## src/rtl/div_ctrl_pkg.sv

```systemverilog
// Shared definitions for the EX-stage divider sequencer.
//
// Contents:
//   div_state_e                        FSM state encoding (DivFree/DivByZero/DivOn/DivEnd)
//   DivResultReady/DivResultNotReady   values driven on ready_o
//   DivStart/DivStop                   values seen on start_i
//   StallBusW                          width of the pipeline stall bus
package div_ctrl_pkg;

  typedef enum logic [1:0] {
    DivFree   = 2'b00,
    DivByZero = 2'b01,
    DivOn     = 2'b10,
    DivEnd    = 2'b11
  } div_state_e;

  localparam logic DivResultReady    = 1'b1;
  localparam logic DivResultNotReady = 1'b0;

  localparam logic DivStart = 1'b1;
  localparam logic DivStop  = 1'b0;

  localparam int StallBusW = 6;

endpackage

```

## src/rtl/div_step.sv

```systemverilog
// One radix-2 restoring-division step, purely combinational.
//
// Ports:
//   rem_dvd       {partial remainder, dividend being shifted out}
//   divisor       divisor magnitude
//   rem_dvd_next  {rem, dividend} after shift (and subtract); LSB left as 0
//   q_bit         quotient bit produced by this step
module div_step #(
  parameter int DATA_W = 32
) (
  input  logic [2*DATA_W-1:0] rem_dvd,
  input  logic [DATA_W-1:0]   divisor,
  output logic [2*DATA_W-1:0] rem_dvd_next,
  output logic                q_bit
);

  logic [DATA_W:0]   trial;
  logic [DATA_W-1:0] diff;

  // The shifted remainder can need one extra bit before the compare; once it
  // is known to be >= divisor the difference always fits back in DATA_W bits.
  always_comb begin
    trial        = rem_dvd[2*DATA_W-1:DATA_W-1];
    diff         = trial[DATA_W-1:0] - divisor;
    q_bit        = (trial >= {1'b0, divisor});
    rem_dvd_next = {rem_dvd[2*DATA_W-2:0], 1'b0};
    if (q_bit) begin
      rem_dvd_next[2*DATA_W-1:DATA_W] = diff;
    end
  end

endmodule

```

## src/rtl/div_ctrl.sv

```systemverilog
// Sequencer for the iterative shift-subtract divider serving DIV/DIVU.
// Produces one quotient bit per cycle, applies the sign fixup and holds
// the pipeline through stallreq_for_ex until the result is valid.
//
// Ports:
//   clk, rst            rising-edge clock, asynchronous active-low reset
//   start_i             divide instruction present in EX
//   signed_div_i        1 = DIV, 0 = DIVU
//   opdata1_i/2_i       dividend / divisor
//   annul_i             cancel the operation in flight
//   result_o            {remainder, quotient}, registered
//   ready_o             result valid this cycle
//   stallreq_for_ex     stall request to the stall controller
module div_ctrl
  import div_ctrl_pkg::*;
#(
  parameter int DATA_W = 32,
  parameter int CNT_W  = 6
) (
  input  logic                clk,
  input  logic                rst,
  input  logic                start_i,
  input  logic                signed_div_i,
  input  logic [DATA_W-1:0]   opdata1_i,
  input  logic [DATA_W-1:0]   opdata2_i,
  input  logic                annul_i,
  output logic [2*DATA_W-1:0] result_o,
  output logic                ready_o,
  output logic                stallreq_for_ex
);

  div_state_e state, state_next;

  logic [CNT_W-1:0]    cnt;
  logic [DATA_W-1:0]   rem, dvd, dsr;
  logic                neg_quot, neg_rem;
  logic                load_ops, do_step, load_result;
  logic [2*DATA_W-1:0] result_next;
  logic [2*DATA_W-1:0] step_next;
  logic                q_bit;
  logic [DATA_W-1:0]   quot_raw, rem_raw, op1_abs, op2_abs;

  div_step #(.DATA_W(DATA_W)) u_step (
    .rem_dvd      ({rem, dvd}),
    .divisor      (dsr),
    .rem_dvd_next (step_next),
    .q_bit        (q_bit)
  );

  assign quot_raw = step_next[DATA_W-1:0] | DATA_W'(q_bit);
  assign rem_raw  = step_next[2*DATA_W-1:DATA_W];

  assign op1_abs = (signed_div_i && opdata1_i[DATA_W-1]) ? -opdata1_i : opdata1_i;
  assign op2_abs = (signed_div_i && opdata2_i[DATA_W-1]) ? -opdata2_i : opdata2_i;

  // Stall is dropped in DivEnd so the pipeline moves on exactly when the
  // result is presented.
  assign stallreq_for_ex = rst & start_i & ~annul_i & (state != DivEnd);
  assign ready_o         = (state == DivEnd) ? DivResultReady : DivResultNotReady;

  always_ff @(posedge clk or negedge rst) begin
    if (!rst) begin
      state <= DivFree;
    end else begin
      state <= state_next;
    end
  end

  // Next state and datapath controls. annul_i overrides everything; losing
  // start_i mid-operation means the instruction was flushed, so abort too.
  // The result is computed from the final step so it is loaded on the very
  // edge that enters DivEnd.
  always_comb begin
    state_next  = state;
    load_ops    = 1'b0;
    do_step     = 1'b0;
    load_result = 1'b0;
    result_next = result_o;
    if (annul_i) begin
      state_next = DivFree;
    end else begin
      case (state)
        DivFree: begin
          if (start_i == DivStart) begin
            load_ops   = 1'b1;
            state_next = (opdata2_i == '0) ? DivByZero : DivOn;
          end
        end
        DivByZero: begin
          if (start_i == DivStop) begin
            state_next = DivFree;
          end else begin
            state_next  = DivEnd;
            load_result = 1'b1;
            result_next = {dvd, {DATA_W{1'b1}}};
          end
        end
        DivOn: begin
          if (start_i == DivStop) begin
            state_next = DivFree;
          end else begin
            do_step = 1'b1;
            if (cnt == CNT_W'(DATA_W - 1)) begin
              state_next  = DivEnd;
              load_result = 1'b1;
              result_next = {neg_rem  ? -rem_raw  : rem_raw,
                             neg_quot ? -quot_raw : quot_raw};
            end
          end
        end
        DivEnd:  state_next = DivFree;
        default: state_next = DivFree;
      endcase
    end
  end

  // Operand, iteration and result registers. A zero divisor keeps the raw
  // dividend because that is what the divide-by-zero result reports.
  always_ff @(posedge clk or negedge rst) begin
    if (!rst) begin
      cnt      <= '0;
      rem      <= '0;
      dvd      <= '0;
      dsr      <= '0;
      neg_quot <= 1'b0;
      neg_rem  <= 1'b0;
      result_o <= '0;
    end else begin
      if (load_ops) begin
        dvd      <= (opdata2_i == '0) ? opdata1_i : op1_abs;
        dsr      <= op2_abs;
        rem      <= '0;
        cnt      <= '0;
        neg_quot <= signed_div_i & (opdata1_i[DATA_W-1] ^ opdata2_i[DATA_W-1]);
        neg_rem  <= signed_div_i & opdata1_i[DATA_W-1];
      end else if (do_step) begin
        rem <= rem_raw;
        dvd <= quot_raw;
        cnt <= cnt + CNT_W'(1);
      end
      if (load_result) begin
        result_o <= result_next;
      end
    end
  end

endmodule

```

## config.mk

```make
export PLATFORM = sky130hd
export DESIGN_NAME = div_ctrl
export DESIGN_NICKNAME = d
export VERILOG_FILES = /design/src/rtl/div_ctrl_pkg.sv /design/src/rtl/div_step.sv /design/src/rtl/div_ctrl.sv
export SDC_FILE = /design/constraint.sdc
export NUM_CORES = 1
export LEC_CHECK = 0
export CAP_MARGIN = 20
export CORE_AREA = 2 2 155 157
export CTS_CLUSTER_SIZE = 12
export DETAILED_ROUTE_END_ITERATION = 12
export DIE_AREA = 0 0 157 159
export PLACE_DENSITY_LB_ADDON = 0.25
export SLEW_MARGIN = 20
export SYNTH_ARGS = -nofsm -noshare
export SYNTH_HDL_FRONTEND = slang
export SYNTH_SLANG_ARGS = --single-unit
```

## constraint.sdc

```tcl
create_clock -name clk -period 8.15 [get_ports clk]
set_clock_uncertainty 0.05 [all_clocks]
set_input_delay 1.63 -clock clk [delete_from_list [all_inputs] [get_ports clk]]
set_output_delay 1.63 -clock clk [all_outputs]
set_load 0.02 [all_outputs]
```

# Word-level counts from Yosys, hierarchy flattened
# Cells that the tools add are included.
totals:
  ff_bits: 170
  input_bits: 69
  out_inout_bits: 66
  elab_cells: 74
op_classes:
  add_sub_neg: 6
  magnitude_cmp: 1
  eq_ne: 10
  n_mux: 33
  n_bitwise: 8
  n_reduce_logical: 8
ops:
  columns: ["op", "n"]
  rows:
  - ["32-bit two-way mux", 10]
  - ["64-bit two-way mux", 3]
  - ["32-bit negation", 4]
  - ["64-bit case mux with 2 select lines", 1]
  - ["33-bit by 32-bit >= comparator with 1-bit output", 1]
  - ["32-bit logical NOT", 1]
  - ["32-bit by 1-bit bitwise OR with 32-bit output", 1]
  - ["32-bit subtractor", 1]
  - ["2-bit two-way mux", 6]
  - ["6-bit two-way mux", 2]
  - ["1-bit two-way mux", 9]
  - ["2-bit inequality test, second input constant", 4]
  - ["2-bit case mux with 4 select lines", 1]
  - ["6-bit by 1-bit adder with 6-bit output, second input constant", 1]
  - ["6-bit by 5-bit == test with 1-bit output, second input constant", 1]
  - ["6-bit AND reduction", 1]
  - ["1-bit bitwise AND", 5]
  - ["2-bit == test, second input constant", 2]
  - ["4-bit inequality test, second input constant", 1]
  - ["2-bit nonzero test", 2]
  - ["3-bit inequality test, second input constant", 1]
  - ["2-bit by 1-bit == test with 1-bit output, second input constant", 1]
  - ["1-bit logical AND", 2]
  - ["2-bit logical NOT", 1]
  - ["4 further kinds", 4]

# Logic depth before layout (Yosys ltp)
depth:
  word_depth: 7
  mapped_depth: 24
  ltp_nobuf: 20

# By module
# From an unflattened synthesis, not the netlist that was laid out.
unflattened:
  hier_cells: 1454
  area_unflattened_um2: 12710.9
modules_own_cells:
  columns: ["module", "instances", "cells_per_inst", "area_each_um2", "seq_area_each_um2"]
  rows:
  - ["div_ctrl", 1, 1098, 10136.0, 4254.1]
  - ["div_step", 1, 356, 2575.0, 0.0]

# Least setup slack after synthesis
# Ideal clock, no wire load.
synth_path:
  path_type: "register -> register"
  from: "register rem[5]"
  to: "register result_o[54]"
  setup_time_ps: 69
  t_arrival_ps: 4835
  required_time_ps: 8031
  slack_ps: 3196
  path_stages_with_launch: 23
  n_path_buf: 4
  synth_period_minus_slack_ps: 4954
  path_cell_list: "dfrtp_1 -> ha_1 -> buf_6 -> nand3_1 -> or3_1 -> a211o_1 -> and3_4 -> o21ai_4 -> buf_2 -> buf_2 -> clkbuf_1 -> a21oi_1 -> inv_1 -> ha_1 -> nand2_1 -> a211oi_1 -> nand4_1 -> nor3b_1 -> a31o_1 -> nand2_1 -> or3_1 -> a211o_1 -> nand3_1"
synth_via:
  elab_chain_cells: 7
  word_cells_on_any_way: 8
  cone_classes: "2 x add/sub; 1 x order compare; 5 x mux"
synth_lines:
  columns: ["item", "line_no", "rtl"]
  rows:
  - ["start, declared", "div_ctrl.sv:35", "logic [DATA_W-1:0] rem, dvd, dsr;"]
  - ["start signal, assigned", "div_ctrl.sv:137", "rem <= rem_raw;"]
  - ["32-bit subtractor / 33-bit by 32-bit >= comparator with 1-bit output (equally long branches)", "div_step.sv:24, div_step.sv:25", null]
  - ["32-bit two-way mux (*)", "div_step.sv:27", "if (q_bit) begin"]
  - ["32-bit negation", "div_ctrl.sv:106", "result_next = {neg_rem ? -rem_raw : rem_raw,"]
  - ["32-bit two-way mux (*)", "div_ctrl.sv:106", null]
  - ["64-bit two-way mux (*)", "div_ctrl.sv:103", "if (cnt == CNT_W'(DATA_W - 1)) begin"]
  - ["64-bit two-way mux (*)", "div_ctrl.sv:99", "if (start_i == DivStop) begin"]
  - ["64-bit case mux with 2 select lines (*)", "div_ctrl.sv:82", "case (state)"]
  - ["end signal, assigned", "div_ctrl.sv:142", "result_o <= result_next;"]
  - ["end, declared", "div_ctrl.sv:27", "output logic [2*DATA_W-1:0] result_o,"]
# Every way passes the cells marked *; elsewhere a longest branch is shown, timed or not. The select of a mux whose other input is x is not followed.
# A chain may end at the register's enable or synchronous reset.

# Final worst setup path
layout_path:
  from: "register rem[5]"
  to: "register result_o[62]"
# The elaborated chain is that of the path after synthesis.

==> flow_summary.ini <==
[run]
cap_violations = 0

[timing]
rsz0062_at_grt = false
finalCritPeriodShare = 0.6831
hold_ws_ns = 0.4271
fin_crit_ns = 5.567
relSlewSlack = 0.3050
finalSetupTns_ns = 0
fmax_mhz = 179.6
hold_viol_final = 0
finalSetupViolations = 0
slew_violations = 0
tightest_slew_ns = 1.040

[global_route]
grt_max_degree = 80
grt_usage = 0.3219
grt_pass1_wl_um = 62560
antenna_found_initial = 1
grt-ovfl-total = 0
grt_pass1_vias = 11140

[synth]
synthesis.area_um2 = 12350
ys_warn_count = 0
synth_top_area_frac = 0.3445
synth_area_leader_cell = dfrtp_1
synth_most_common_cell = o21ai_0
syn_area_per_cell_um2 = 8.109
yosysSeqAreaShare = 0.3445
synthDistinctLibCells = 85
synth_commonest_cells = o21ai_0 (188), nand2_1 (172), dfrtp_1 (170)
synthCells = 1523
ys.flop_type = dfrtp_1
synth_edf_count = 0
async_flop_share = 1.000
synth_nets = 1634
ys_ff_latch = 170
synth_area_leaders = dfrtp_1 (34%), o21ai_0 (7.6%), a21oi_1 (5.3%)

[cells_and_area]
syn2layout_area_growth_pct = 16.53
n_antenna_cell = 0
fin_cells = 1919
fin_util = 0.6205
nNetsFinal = 1698
drive_gt1_frac = 0.04938

[place]
hpwl_um = 30410
dp.cells = 1887
io_buffers = 134
gp_congestion = 1.033

[setup_path]
r2r_start = rem[5]$_DFFE_PN0P_
arrival_ns = 5.82
crit_fanout = 43
cp_slowest_stage_delay_ns = 0.52
r2r_end = result_o[62]$_DFFE_PN0P_
cp-start-kind = register
worst-r2r-cell-count = 19
slowest_stage = ha_1
cp.required_ns = 8.41
rrSetupSlack_ns = 2.58
cp-end-kind = register
crit_type = register to register
crit_chain = ha_1, nand3_1, or3_1, a211o_1, and3_4, o21ai_4, buf_4, inv_2, mux2i_1, ha_1, nand2_1, a211oi_1, nand4_1, nor3b_1, a31o_1, nand4_1, o31ai_1, xnor2_1, a21oi_1

[hold_path]
min_to = result_o[44]$_DFFE_PN0P_
hold_depth = 1
min_path_type = register to register
hp-start = result_o[44]$_DFFE_PN0P_

[floorplan]
num_io_pins = 135
core-area_um2 = 23190
dieArea_um2 = 24960
num_rows = 56
initial_core_util = 0.5325
die_w_um = 157
die_height_um = 159

[cts]
hold_buffers = 0
cts_max_level = 4
clkTransAtPathRegs_ns = 0.07
clkLatencyLatePin_ns = 0.45
tritoncts = done
cts_root_buf = clkbuf_16
ctsLongestPathBuffers = 2
cts_buffers = 17
clock-sinks = 170
postCtsSetupBuffers = 0
cts-resized-gates = 0

[route]
firstDrtPassIters = 6
drtIter0Drc = 1432
antenna_left = 0
wl_per_cell_um = 20.87
routed_wl_um = 40050
drcViolationCount = 0
num_vias = 12100
viasPerCell = 6.306

[power_and_ir_drop]
ir_drop_mv = 0.1472
leakagePower_nw = 6.038
p_per_area_nw_per_um2 = 332.1
finalPower_w = 0.004779

[status]
status = finished clean
layout make-up:
type | count | area (um2)
fillers | 2113 | 8802
multi-input cells | 1191 | 7466
flip-flops and latches | 170 | 4254
repair buffers | 147 | 1448
clock buffers | 17 | 425.4
well taps | 319 | 399.1
inverters | 60 | 225.2
clock inverters | 15 | 172.7
worst max-delay path, delay by kind of cell, from the launching register on:
kind | cells | cell delay, ns
buffers and inverters | 2 | 0.55
muxes | 1 | 0.25
AOI/OAI and AO/OA | 6 | 1.53
xor gates and xnor gates | 1 | 0.16
and+or+nand+nor | 7 | 1.62
adders and majority gates | 2 | 0.75
DFF | 1 | 0.49
sequential cells by signal, indices dropped and copies added (netlist names):
name,count
result_o,64
state,2
rem,32
neg_quot,1
cnt,6
neg_rem,1
dsr,32
dvd,32
layout by cell type, fill, tap and decap left out, types with 10 or more instances in the layout:
| cell type | synthesis | routed |
|---|---|---|
| clkbuf_16 | 0 | 17 |
| nand3_1 | 26 | 25 |
| o21ai_0 | 188 | 188 |
| dfrtp_1 | 170 | 170 |
| nor3_1 | 23 | 23 |
| a21o_1 | 21 | 21 |
| xnor2_1 | 73 | 73 |
| o31ai_1 | 20 | 20 |
| a22oi_1 | 30 | 30 |
| mux2i_1 | 21 | 21 |
| o211ai_1 | 11 | 11 |
| or4_1 | 15 | 15 |
| o41ai_1 | 17 | 17 |
| a21oi_1 | 132 | 132 |
| clkdlybuf4s50_1 | 0 | 133 |
| nor4_1 | 14 | 14 |
| inv_1 | 58 | 58 |
| nor2_1 | 108 | 105 |
| nand4_1 | 21 | 21 |
| a31oi_1 | 15 | 15 |
| and3_1 | 11 | 10 |
| ha_1 | 41 | 41 |
| xor2_1 | 68 | 68 |
| buf_4 | 5 | 11 |
| nand2_1 | 172 | 171 |
| or3_1 | 16 | 16 |
where the power goes:
group	switching, W	internal, W
sequential	0.000356	0.00115
clock	0.000404	0.000438
combinational	0.00146	0.000967
total	0.00222	0.00256
logic make-up after synthesis:
group,synth area share
flops,0.3445
xor+xnor,0.1000
compound gates,0.2620
simple gates,0.1788
mux,0.01884
fa+ha+maj,0.04316
buf+inv,0.05269
worst max-delay path by stage:
| stage | depth (start not counted) | start | end | slack, ns |
|---|---|---|---|---|
| global placement | 10 | opdata2_i[2] | dsr[25]$_DFFE_PN0P_ | 2.65 |
| CTS | 19 | rem[5]$_DFFE_PN0P_ | result_o[56]$_DFFE_PN0P_ | 2.71 |
| global route | 19 | rem[5]$_DFFE_PN0P_ | result_o[62]$_DFFE_PN0P_ | 2.21 |
| finish | 19 | rem[5]$_DFFE_PN0P_ | result_o[62]$_DFFE_PN0P_ | 2.58 |
| detailed placement | 11 | opdata2_i[2] | dvd[29]$_DFFE_PN0P_ | 2.68 |
| floorplan | 22 | rem[5]$_DFFE_PN0P_ | result_o[54]$_DFFE_PN0P_ | 3.20 |
per-stage QoR:
stage / cell area, um2 / setup slack (ns)
after floorplan: 12350 / 3.196
after global placement: 13770 / 2.653
after detailed placement: 13780 / 2.684
after CTS: 14380 / 2.714
after global routing: 14390 / 2.210
final: 14390 / 2.583
layer usage:
layer / vias to the layer above / part of all wire / GRT usage
met3: 82 / 0.082 / 0.05607
met5: - / 0 / 0
met1: 5790 / 0.45 / 0.4870
met2: 602 / 0.44 / 0.4663
met4: 0 / 0.027 / 0.1022
li1: 5628 / - / -
Note: power is estimated with default switching activity, not from simulation.
